<file path="src/rtl/ga_pkg.sv">
// Shared types and constants for the GA run sequencer.
// State encoding, LFSR mask and default datapath widths.
package ga_pkg;

  localparam int GEN_W_DEF = 16;
  localparam int FIT_W_DEF = 16;

  localparam logic [31:0] LFSR_MASK = 32'h8020_0003;

  typedef enum logic [2:0] {
    IDLE,
    EVAL,
    SEL,
    XO,
    MUT,
    WB,
    FIN
  } state_t;

  function automatic logic [31:0] lfsr_next(
    input logic [31:0] v
  );
    return (v >> 1) ^ (v[0] ? LFSR_MASK : 32'h0);
  endfunction

endpackage

</file>
<file path="src/rtl/ga_lfsr32.sv">
// 32-bit right-shifting Galois LFSR with seed load.
// A load with step set loads and advances in the same cycle.
module ga_lfsr32
  import ga_pkg::*;
(
  input  logic        clk,
  input  logic        rst,
  input  logic        load,
  input  logic [31:0] load_val,
  input  logic        step,
  output logic [31:0] q
);

  logic [31:0] w_fix;
  logic [31:0] w_base;

  // An all-zero seed would lock the LFSR at zero.
  assign w_fix  = (load_val == 32'h0) ? 32'h1 : load_val;
  assign w_base = load ? w_fix : q;

  always_ff @(posedge clk or posedge rst) begin
    if (rst) begin
      q <= 32'h1;
    end else if (load || step) begin
      q <= step ? lfsr_next(w_base) : w_base;
    end
  end

endmodule

</file>
<file path="src/rtl/ga_sequencer.sv">
// Generation sequencer for a GA engine: runs eval/sel/xo/mut
// stages with a per-stage watchdog and a PRNG seed per stage.
module ga_sequencer
  import ga_pkg::*;
#(
  parameter int GEN_W   = GEN_W_DEF,
  parameter int FIT_W   = FIT_W_DEF,
  parameter int MAX_GEN = 100,
  parameter int TIMEOUT = 65535
) (
  input  logic             clk,
  input  logic             rst,
  input  logic             run,
  input  logic [31:0]      seed,
  input  logic [FIT_W-1:0] target_fit,
  output logic             eval_start,
  output logic             sel_start,
  output logic             xo_start,
  output logic             mut_start,
  input  logic             eval_done,
  input  logic             sel_done,
  input  logic             xo_done,
  input  logic             mut_done,
  input  logic [FIT_W-1:0] best_fit,
  output logic [31:0]      stage_seed,
  output logic             pop_we,
  output logic [GEN_W-1:0] gen,
  output logic             busy,
  output logic             finished,
  output logic             hit,
  output logic             timeout_err,
  output logic [FIT_W-1:0] best_q
);

  localparam int CNT_W = $clog2(TIMEOUT + 1);

  state_t           r_state;
  state_t           w_nxt;
  logic [CNT_W-1:0] r_cnt;
  logic [FIT_W-1:0] r_target;
  logic             w_to;
  logic             w_hit;
  logic             w_tmo;
  logic             w_stage;
  logic             w_load;
  logic             w_step;

  assign w_to    = (r_cnt == CNT_W'(TIMEOUT - 1));
  assign w_stage = w_nxt inside {EVAL, SEL, XO, MUT};
  assign w_load  = (r_state == IDLE) && run;
  assign w_step  = w_stage && (w_nxt != r_state);

  always_comb begin
    w_nxt = r_state;
    w_hit = 1'b0;
    w_tmo = 1'b0;
    unique case (r_state)
      IDLE: if (run) w_nxt = EVAL;
      EVAL: begin
        if (eval_done) begin
          if (best_fit >= r_target) begin
            w_nxt = FIN;
            w_hit = 1'b1;
          end else if (gen == GEN_W'(MAX_GEN)) begin
            w_nxt = FIN;
          end else begin
            w_nxt = SEL;
          end
        end else if (w_to) begin
          w_nxt = FIN;
          w_tmo = 1'b1;
        end
      end
      SEL: begin
        if (sel_done) w_nxt = XO;
        else if (w_to) begin
          w_nxt = FIN;
          w_tmo = 1'b1;
        end
      end
      XO: begin
        if (xo_done) w_nxt = MUT;
        else if (w_to) begin
          w_nxt = FIN;
          w_tmo = 1'b1;
        end
      end
      MUT: begin
        if (mut_done) w_nxt = WB;
        else if (w_to) begin
          w_nxt = FIN;
          w_tmo = 1'b1;
        end
      end
      WB:      w_nxt = EVAL;
      FIN:     w_nxt = IDLE;
      default: w_nxt = IDLE;
    endcase
  end

  // Outputs are registered from the next state so they track r_state.
  always_ff @(posedge clk or posedge rst) begin
    if (rst) begin
      r_state     <= IDLE;
      r_cnt       <= '0;
      r_target    <= '0;
      eval_start  <= 1'b0;
      sel_start   <= 1'b0;
      xo_start    <= 1'b0;
      mut_start   <= 1'b0;
      pop_we      <= 1'b0;
      finished    <= 1'b0;
      busy        <= 1'b0;
      hit         <= 1'b0;
      timeout_err <= 1'b0;
      gen         <= '0;
      best_q      <= '0;
    end else begin
      r_state    <= w_nxt;
      eval_start <= (w_nxt == EVAL);
      sel_start  <= (w_nxt == SEL);
      xo_start   <= (w_nxt == XO);
      mut_start  <= (w_nxt == MUT);
      pop_we     <= (w_nxt == WB);
      finished   <= (w_nxt == FIN);
      busy       <= (w_nxt != IDLE);
      if (!w_stage || (w_nxt != r_state)) r_cnt <= '0;
      else                                r_cnt <= r_cnt + 1'b1;
      if (w_load) begin
        r_target    <= target_fit;
        gen         <= '0;
        hit         <= 1'b0;
        timeout_err <= 1'b0;
        best_q      <= '0;
      end
      if ((r_state == EVAL) && eval_done) best_q <= best_fit;
      if (r_state == WB) gen <= gen + 1'b1;
      if (w_hit) hit <= 1'b1;
      if (w_tmo) timeout_err <= 1'b1;
    end
  end

  ga_lfsr32 u_lfsr (
    .clk      (clk),
    .rst      (rst),
    .load     (w_load),
    .load_val (seed),
    .step     (w_step),
    .q        (stage_seed)
  );

endmodule
</file>
<file path="config.mk">
export PLATFORM = sky130hd
export DESIGN_NAME = ga_sequencer
export DESIGN_NICKNAME = d
export VERILOG_FILES = /design/src/rtl/ga_pkg.sv /design/src/rtl/ga_lfsr32.sv /design/src/rtl/ga_sequencer.sv
export SDC_FILE = /design/constraint.sdc
export NUM_CORES = 1
export LEC_CHECK = 0
export ABC_AREA = 0
export BUFFER_PORTS_ARGS = -buffer_cell sky130_fd_sc_hd__clkbuf_2
export CAP_MARGIN = 10
export CORE_ASPECT_RATIO = 1.5
export CORE_MARGIN = 10
export CORE_UTILIZATION = 48
export CTS_CLUSTER_DIAMETER = 60
export DETAILED_ROUTE_END_ITERATION = 12
export GPL_TIMING_DRIVEN = 0
export MAX_ROUTING_LAYER = met4
export PLACE_DENSITY_LB_ADDON = 0.08
export SETUP_SLACK_MARGIN = 0.3
export SYNTH_ARGS = -nofsm -noshare
export SYNTH_HDL_FRONTEND = slang
export SYNTH_SLANG_ARGS = --single-unit
</file>
<file path="constraint.sdc">
create_clock -name clk -period 3.3 [get_ports clk]
set_input_delay 0.495 -clock clk [delete_from_list [all_inputs] [get_ports clk]]
set_output_delay 0.495 -clock clk [all_outputs]
set_load 0.02 [all_outputs]
</file>
Word-level counts from Yosys, hierarchy flattened
Cells that the tools add are included.

storage, ports and cells
  flip-flop bits (word level) = 108
  input port bits = 71
  output and inout bits = 73
  logic and storage cells = 76

operators by class
  $add $sub $neg = 2
  order comparisons = 1
  equal/unequal tests = 14
  mux-type cells = 29
  bitwise logic cells = 1
  reductions and logical operators = 14

operator list
  cell                   count
  $mux 32                4
  $mux 16                4
  $add 16x1->16 const B  2
  $logic_not 32->1       1
  $xor 31x32->32         1
  $mux 3                 8
  $pmux 3 s6             1
  $eq 16x16->1 const B   1
  $eq 16x7->1 const B    1
  $ge 16x16->1           1
  $eq 3x3->1 const B     5
  $eq 3x2->1 const B     4
  $mux 1                 11
  $reduce_bool 2->1      4
  $eq 3x1->1 const B     2
  $pmux 1 s4             1
  $reduce_bool 4->1      1
  $logic_and 1x1->1      3
  $logic_not 3->1        1
  $ne 3x3->1             1
  $reduce_bool 3->1      1
  $logic_or 1x1->1       2
  $logic_not 1->1        1

Depth between registers and ports, before layout
  depth in word-level cells = 10
  mapped depth = 14
  depth with buffers taken out = 11

Modules after synthesis
Synthesis repeated with hierarchy kept, for this count alone.

second synthesis, totals
  cells, all modules = 515
  area total of the unflattened synthesis = 5,868.1 µm²

by module, submodules not included
  module        times used  cells each  area an instance (µm²)  seq. area each (µm²)
  ga_sequencer  1           408         4,063.9                 1,901.8
  ga_lfsr32     1           107         1,804.2                 802.0

Worst setup path before layout
No wires, ideal clock.

  path type = input-to-reg
  start = in best_fit[1]
  end = reg u_lfsr.q[10]
  setup time = 0.073 ns
  arrival = 2.781 ns
  data required time = 3.227 ns
  slack = 0.446 ns
  cell stages on the path = 12
  path buffers = 3
  cells stage by stage = ha_1 -> nor2b_1 -> o211a_1 -> o311a_1 -> or3_1 -> a21oi_1 -> a21oi_2 -> nand2b_1 -> buf_4 -> buf_6 -> buf_12 -> a21oi_2

on the way
  cells in the longest elaborated chain, start to end = 8
  elaborated cells on any way between the ends = 13
  classes of those cells = order compare: 1; eq/ne: 5; mux: 4; reduce/logical: 3

RTL lines
  element                                             line                              text
  start, declared                                     ga_sequencer.sv:24                input logic [FIT_W-1:0] best_fit,
  $ge 16x16->1 (*)                                    ga_sequencer.sv:61                if (best_fit >= r_target) begin
  $mux 3 (*)                                          ga_sequencer.sv:61
  $mux 3 (*)                                          ga_sequencer.sv:60                if (eval_done) begin
  $pmux 3 s6 (*)                                      ga_sequencer.sv:57                unique case (r_state)
  $eq 3x1->1 (tied with other cells)                  ga_sequencer.sv:49                assign w_stage = w_nxt inside {EVAL, SEL, XO, MUT};
  $reduce_bool 4->1                                   ga_sequencer.sv:49
  $logic_and 1x1->1 (*)                               ga_sequencer.sv:51                assign w_step = w_stage && (w_nxt != r_state);
  $mux 32 / $logic_or 1x1->1 (equally long branches)  ga_lfsr32.sv:25, ga_lfsr32.sv:24
  end signal, assigned                                ga_lfsr32.sv:25                   q <= step ? lfsr_next(w_base) : w_base;
  end, declared                                       ga_lfsr32.sv:11                   output logic [31:0] q

Every way passes the cells marked *; elsewhere a longest branch is shown, timed or not.
A chain may end at the register's enable or synchronous reset.

Worst setup path after layout
  start = reg r_target[1]
  end = reg u_lfsr.q[7]

on the way
  cells in the longest elaborated chain, start to end = 8
  elaborated cells on any way between the ends = 13
  classes of those cells = order compare: 1; eq/ne: 5; mux: 4; reduce/logical: 3

RTL lines
  element                                             line                              text
  start, declared                                     ga_sequencer.sv:40                logic [FIT_W-1:0] r_target;
  start signal, assigned                              ga_sequencer.sv:130               r_target <= target_fit;
  $ge 16x16->1 (*)                                    ga_sequencer.sv:61
  $mux 3 (*)                                          ga_sequencer.sv:61
  $mux 3 (*)                                          ga_sequencer.sv:60
  $pmux 3 s6 (*)                                      ga_sequencer.sv:57
  $eq 3x1->1 (tied with other cells)                  ga_sequencer.sv:49
  $reduce_bool 4->1                                   ga_sequencer.sv:49
  $logic_and 1x1->1 (*)                               ga_sequencer.sv:51
  $mux 32 / $logic_or 1x1->1 (equally long branches)  ga_lfsr32.sv:25, ga_lfsr32.sv:24

Marked as above.

==> results.md <==
Finish:
- For this run, the number of standard cells in the final layout without fillers is 926.
- The library cells used most frequently in the layout, excluding fill and tap cells, are 144 x clkbuf_2, 107 x dfrtp_1, 104 x nand2_1.
- The count of inserted antenna diode cells is 0.
- Leaving out fill and tap cells, the most frequent cell in the layout is clkbuf_2.
- The area growth from synthesis to final layout is 25.5%.
- For this run, the post-layout net count is approximately 870.
- Of the cells placed in the final design, the portion with a size suffix greater than 1 is 0.261.

Clock network:
- The maximum clock path buffer count is 2.
- Clock-pin slew was measured on the worst setup and hold paths at about 70 ps.
- The buffer cell driving the clock tree root is clkbuf_16.
- The total number of H-tree levels is 3.
- The clock net in this run drives a total of between 100 and 150 sinks.
- For the worst-skew pair, the clock arrives at the later sink with an insertion delay of between 300 and 400 ps.
- TritonCTS built the clock tree.
- TritonCTS created 9 clock buffers.

Power and ir drop:
- The total chip power is 6.55 mW.
- The leakage power summed over all cells is around 3.2 nW.
- The worst-case IR drop observed on VDD is about 0.00045 V.
- Dividing total power by cell area gives a power density of around 950 mW/mm2.

Placement:
- The post-placement cell count is between 900 and 1000.
- Summed over all nets, the half-perimeter wirelength after detailed placement is around 12000 um.
- The routability-driven placement congestion ratio is 0.868.
- Input and output buffers added on the ports amount to approximately 140.

Setup path:
- The cell repeated most along the worst path is a21oi_2.
- For this run, the slowest stage of the critical path takes a little under 400 ps.
- The startpoint kind of the worst setup timing path is a flip-flop.
- The number of stages on the worst setup path is 13.
- At the worst endpoint, the required time is about 3600 ps.
- Walking the worst path, the cells encountered are inv_1 > ha_1 > nor2b_1 > o211a_1 > o311a_1 > or3_1 > a21oi_4 > a21oi_2 > nand2b_1 > buf_4 > buf_6 > buf_12 > a21oi_2.
- The arrival time of the worst setup path is 3130 ps.
- STA classifies the critical path endpoint as a flip-flop.
- The worst path buffer plus inverter count is 4.
- For this design, the slowest cell found on the critical path is or3_1.
- The peak fanout along the critical path is 10.
- The worst register-to-register path has a depth of 13.
- By startpoint and endpoint, the worst setup path is classified as flip-flop to flip-flop.
- The cell class contributing the biggest share of worst-path delay is compound AO/OA/AOI/OAI gates.

Floorplanning:
- The die outline area is 0.0163 mm2.
- The initial utilization of the core area, before any placement, comes to 0.496.
- The die span in x is 108 um.
- The number of placement rows is 47.
- In this run the vertical extent of the chip is 151 um.
- The floorplan step defined a core boundary enclosing 0.0111 mm2.
- The count of pins on the block boundary is 144.

Yosys:
- The portion of the post-synthesis area used by sequential elements is 0.490.
- The post-synthesis instance total is slightly above 600.
- The count of distinct cell types in the synthesized netlist is 54.
- The post-synthesis register bit count is between 100 and 150.
- The synthesized netlist occupies a cell area of 0.00551 mm2.
- The average instance area after synthesis is about 9.0 um2.
- Yosys printed 0 warnings.
- The count of flip-flops with a built-in enable after synthesis is 0.
- The number of nets in the synthesized netlist is between 700 and 800.
- Of all flip-flops after synthesis, the portion carrying an async set or reset was 1.00.
- For this run, the leading register cell type out of synthesis is dfrtp_1.

STA:
- The ratio of final minimum period to clock period is 0.867.
- The peak clock frequency supported by timing is ~350 MHz.
- The worst clock skew is approximately 8 ps.
- The final setup violation count is 0.
- The number of hold violations in the final report is 0.
- Final hold analysis gives a worst-case slack of 120 ps.
- The final critical-path required period is about 2900 ps.
- The tightest slew margin relative to the limit is 0.619.
- The final max-slew violation count is 0.
- Setup repair after global routing left no endpoint under its margin.
- For the pin with the worst max-slew slack, the measured transition is between 500 and 600 ps.

Run:
- The number of max-cap violations is 0.

Status:
- The run finished with clean final reports.

Route:
- Across all layers, the routed design uses 5023 vias.
- In the routed design, unresolved DRC markers number 0.
- In the routed layout, each cell is associated on average with a via count of about 5.4.
- The number of search-and-repair iterations in the first detailed-routing pass is 5.
- Summed over all layers, the routed wires come to between 15000 and 20000 um.
- The routed wirelength normalized by instance count is roughly 17 um.
- The number of nets with antenna violations after routing is 0.
- The first routing iteration left between 150 and 200 violations.

Worst hold path:
- The tightest min-delay check is of the input port to asynchronous set/reset pin type.

GRT:
- The number of antenna violations at the first check in global routing is 0.
- The total overflow reported by the global router is 0.
- The global-route wire length before repair is 24700 um.
- The number of global-route vias before repair is 5045.
- The maximum number of pins on one net before global-route repair is 39.
- Across every metal layer, demand over resource in global routing totals 0.192.
## state kept, by name, indices dropped and copies added (netlist names)
| signal | count |
|---|---|
| sel_start | 1 |
| xo_start | 1 |
| u_lfsr.q | 32 |
| finished | 1 |
| r_target | 16 |
| timeout_err | 1 |
| best_q | 16 |
| r_cnt | 16 |
| gen | 16 |
| pop_we | 1 |
| hit | 1 |
| eval_start | 1 |
| r_state | 3 |
| mut_start | 1 |
| busy | 1 |
## Yosys cell counts, types with 3 or more instances
cell	n	area, um2
nor4_1	11	68.8
nand2_1	104	390
buf_1	6	22.5
a22o_1	3	26.3
buf_4	4	30.0
nand3_1	20	100
nand4_1	10	62.6
xor2_1	10	87.6
nor2b_1	4	25.0
and3_1	4	25.0
mux2_2	3	33.8
nand3b_1	3	22.5
dfrtp_1	107	2680
inv_1	27	101
o22ai_1	29	181
nand2b_1	5	31.3
xnor2_1	8	70.1
mux2i_1	7	70.1
a21oi_1	30	150
and2_1	3	18.8
buf_2	4	20.0
o31ai_1	4	30.0
ha_1	20	250
clkbuf_1	16	60.1
nor3_1	8	40.0
o21ai_0	48	240
o211ai_1	3	22.5
nor2_1	74	278
a21oi_2	11	96.3
## through the flow
step	utilization	setup TNS [ps]	setup slack [ps]	area, um2
floorplan	-	0	446	5520
global placement	0.577	0	2.23	6420
detailed placement	0.583	-109	-21.2	6480
CTS	0.619	0	361	6880
global route	0.623	0	282	6920
finish	0.623	0	440	6920
## routing by layer
metal	vias to the layer above	wire length, um	global-route usage
li1	2447	-	-
met1	2423	6520	0.225
met2	137	7810	0.322
met3	16	885	0.0425
met4	0	267	0.0583
met5	-	0	-
## path summary, 6_finish.rpt
| kind | startpoint | end | slack [ps] |
|---|---|---|---|
| worst max register to register | r_target[1] | u_lfsr.q[7] | 440 |
| min in group clk | target_fit[7] | r_target[7] | 350 |
| worst min register to register | r_target[0] | r_target[0] | 520 |
| worst max-delay path | r_target[1] | u_lfsr.q[7] | 440 |
| worst min-delay path | rst | gen[0] | 120 |
| max in group asynchronous | rst | u_lfsr.q[0] | 2620 |
## worst reg2reg max path, stage by stage (launching register included)
cell and delay (ps):
dfrtp_1 360, inv_1 70, ha_1 240, nor2b_1 140, o211a_1 200, o311a_1 340, or3_1 390, a21oi_4 250
a21oi_2 90, nand2b_1 140, buf_4 150, buf_6 140, buf_12 150, a21oi_2 110
## power by group
group          switching (mW)  internal (mW)
clock                   0.484          0.917
sequential              0.224           1.75
combinational            1.99           1.18
total                    2.70           3.85
## layout make-up
type | instances | area (um2)
multi-input cells | 446 | 2560
clock inverters | 6 | 159
plain buffers | 32 | 165
repair buffers | 149 | 798
well taps | 147 | 184
inverters | 28 | 109
fillers | 961 | 4190
flip-flops and latches | 108 | 2700
clock buffers | 10 | 239
## kinds of logic after synthesis
family / share of synthesized area
DFF: 0.490
adders and majority gates: 0.0454
muxes: 0.0188
xor gates and xnor gates: 0.0286
buffers and inverters: 0.0488
and+or+nand+nor: 0.214
AOI/OAI and AO/OA: 0.154
## repair_timing
action	4_1_cts	5_1_grt
setup endpoints to repair	32	33
hold buffers	0	0
pin swaps	0	2
buffers inserted	0	3
gates resized for setup	2	4
Note: power is estimated with default switching activity, not from simulation.
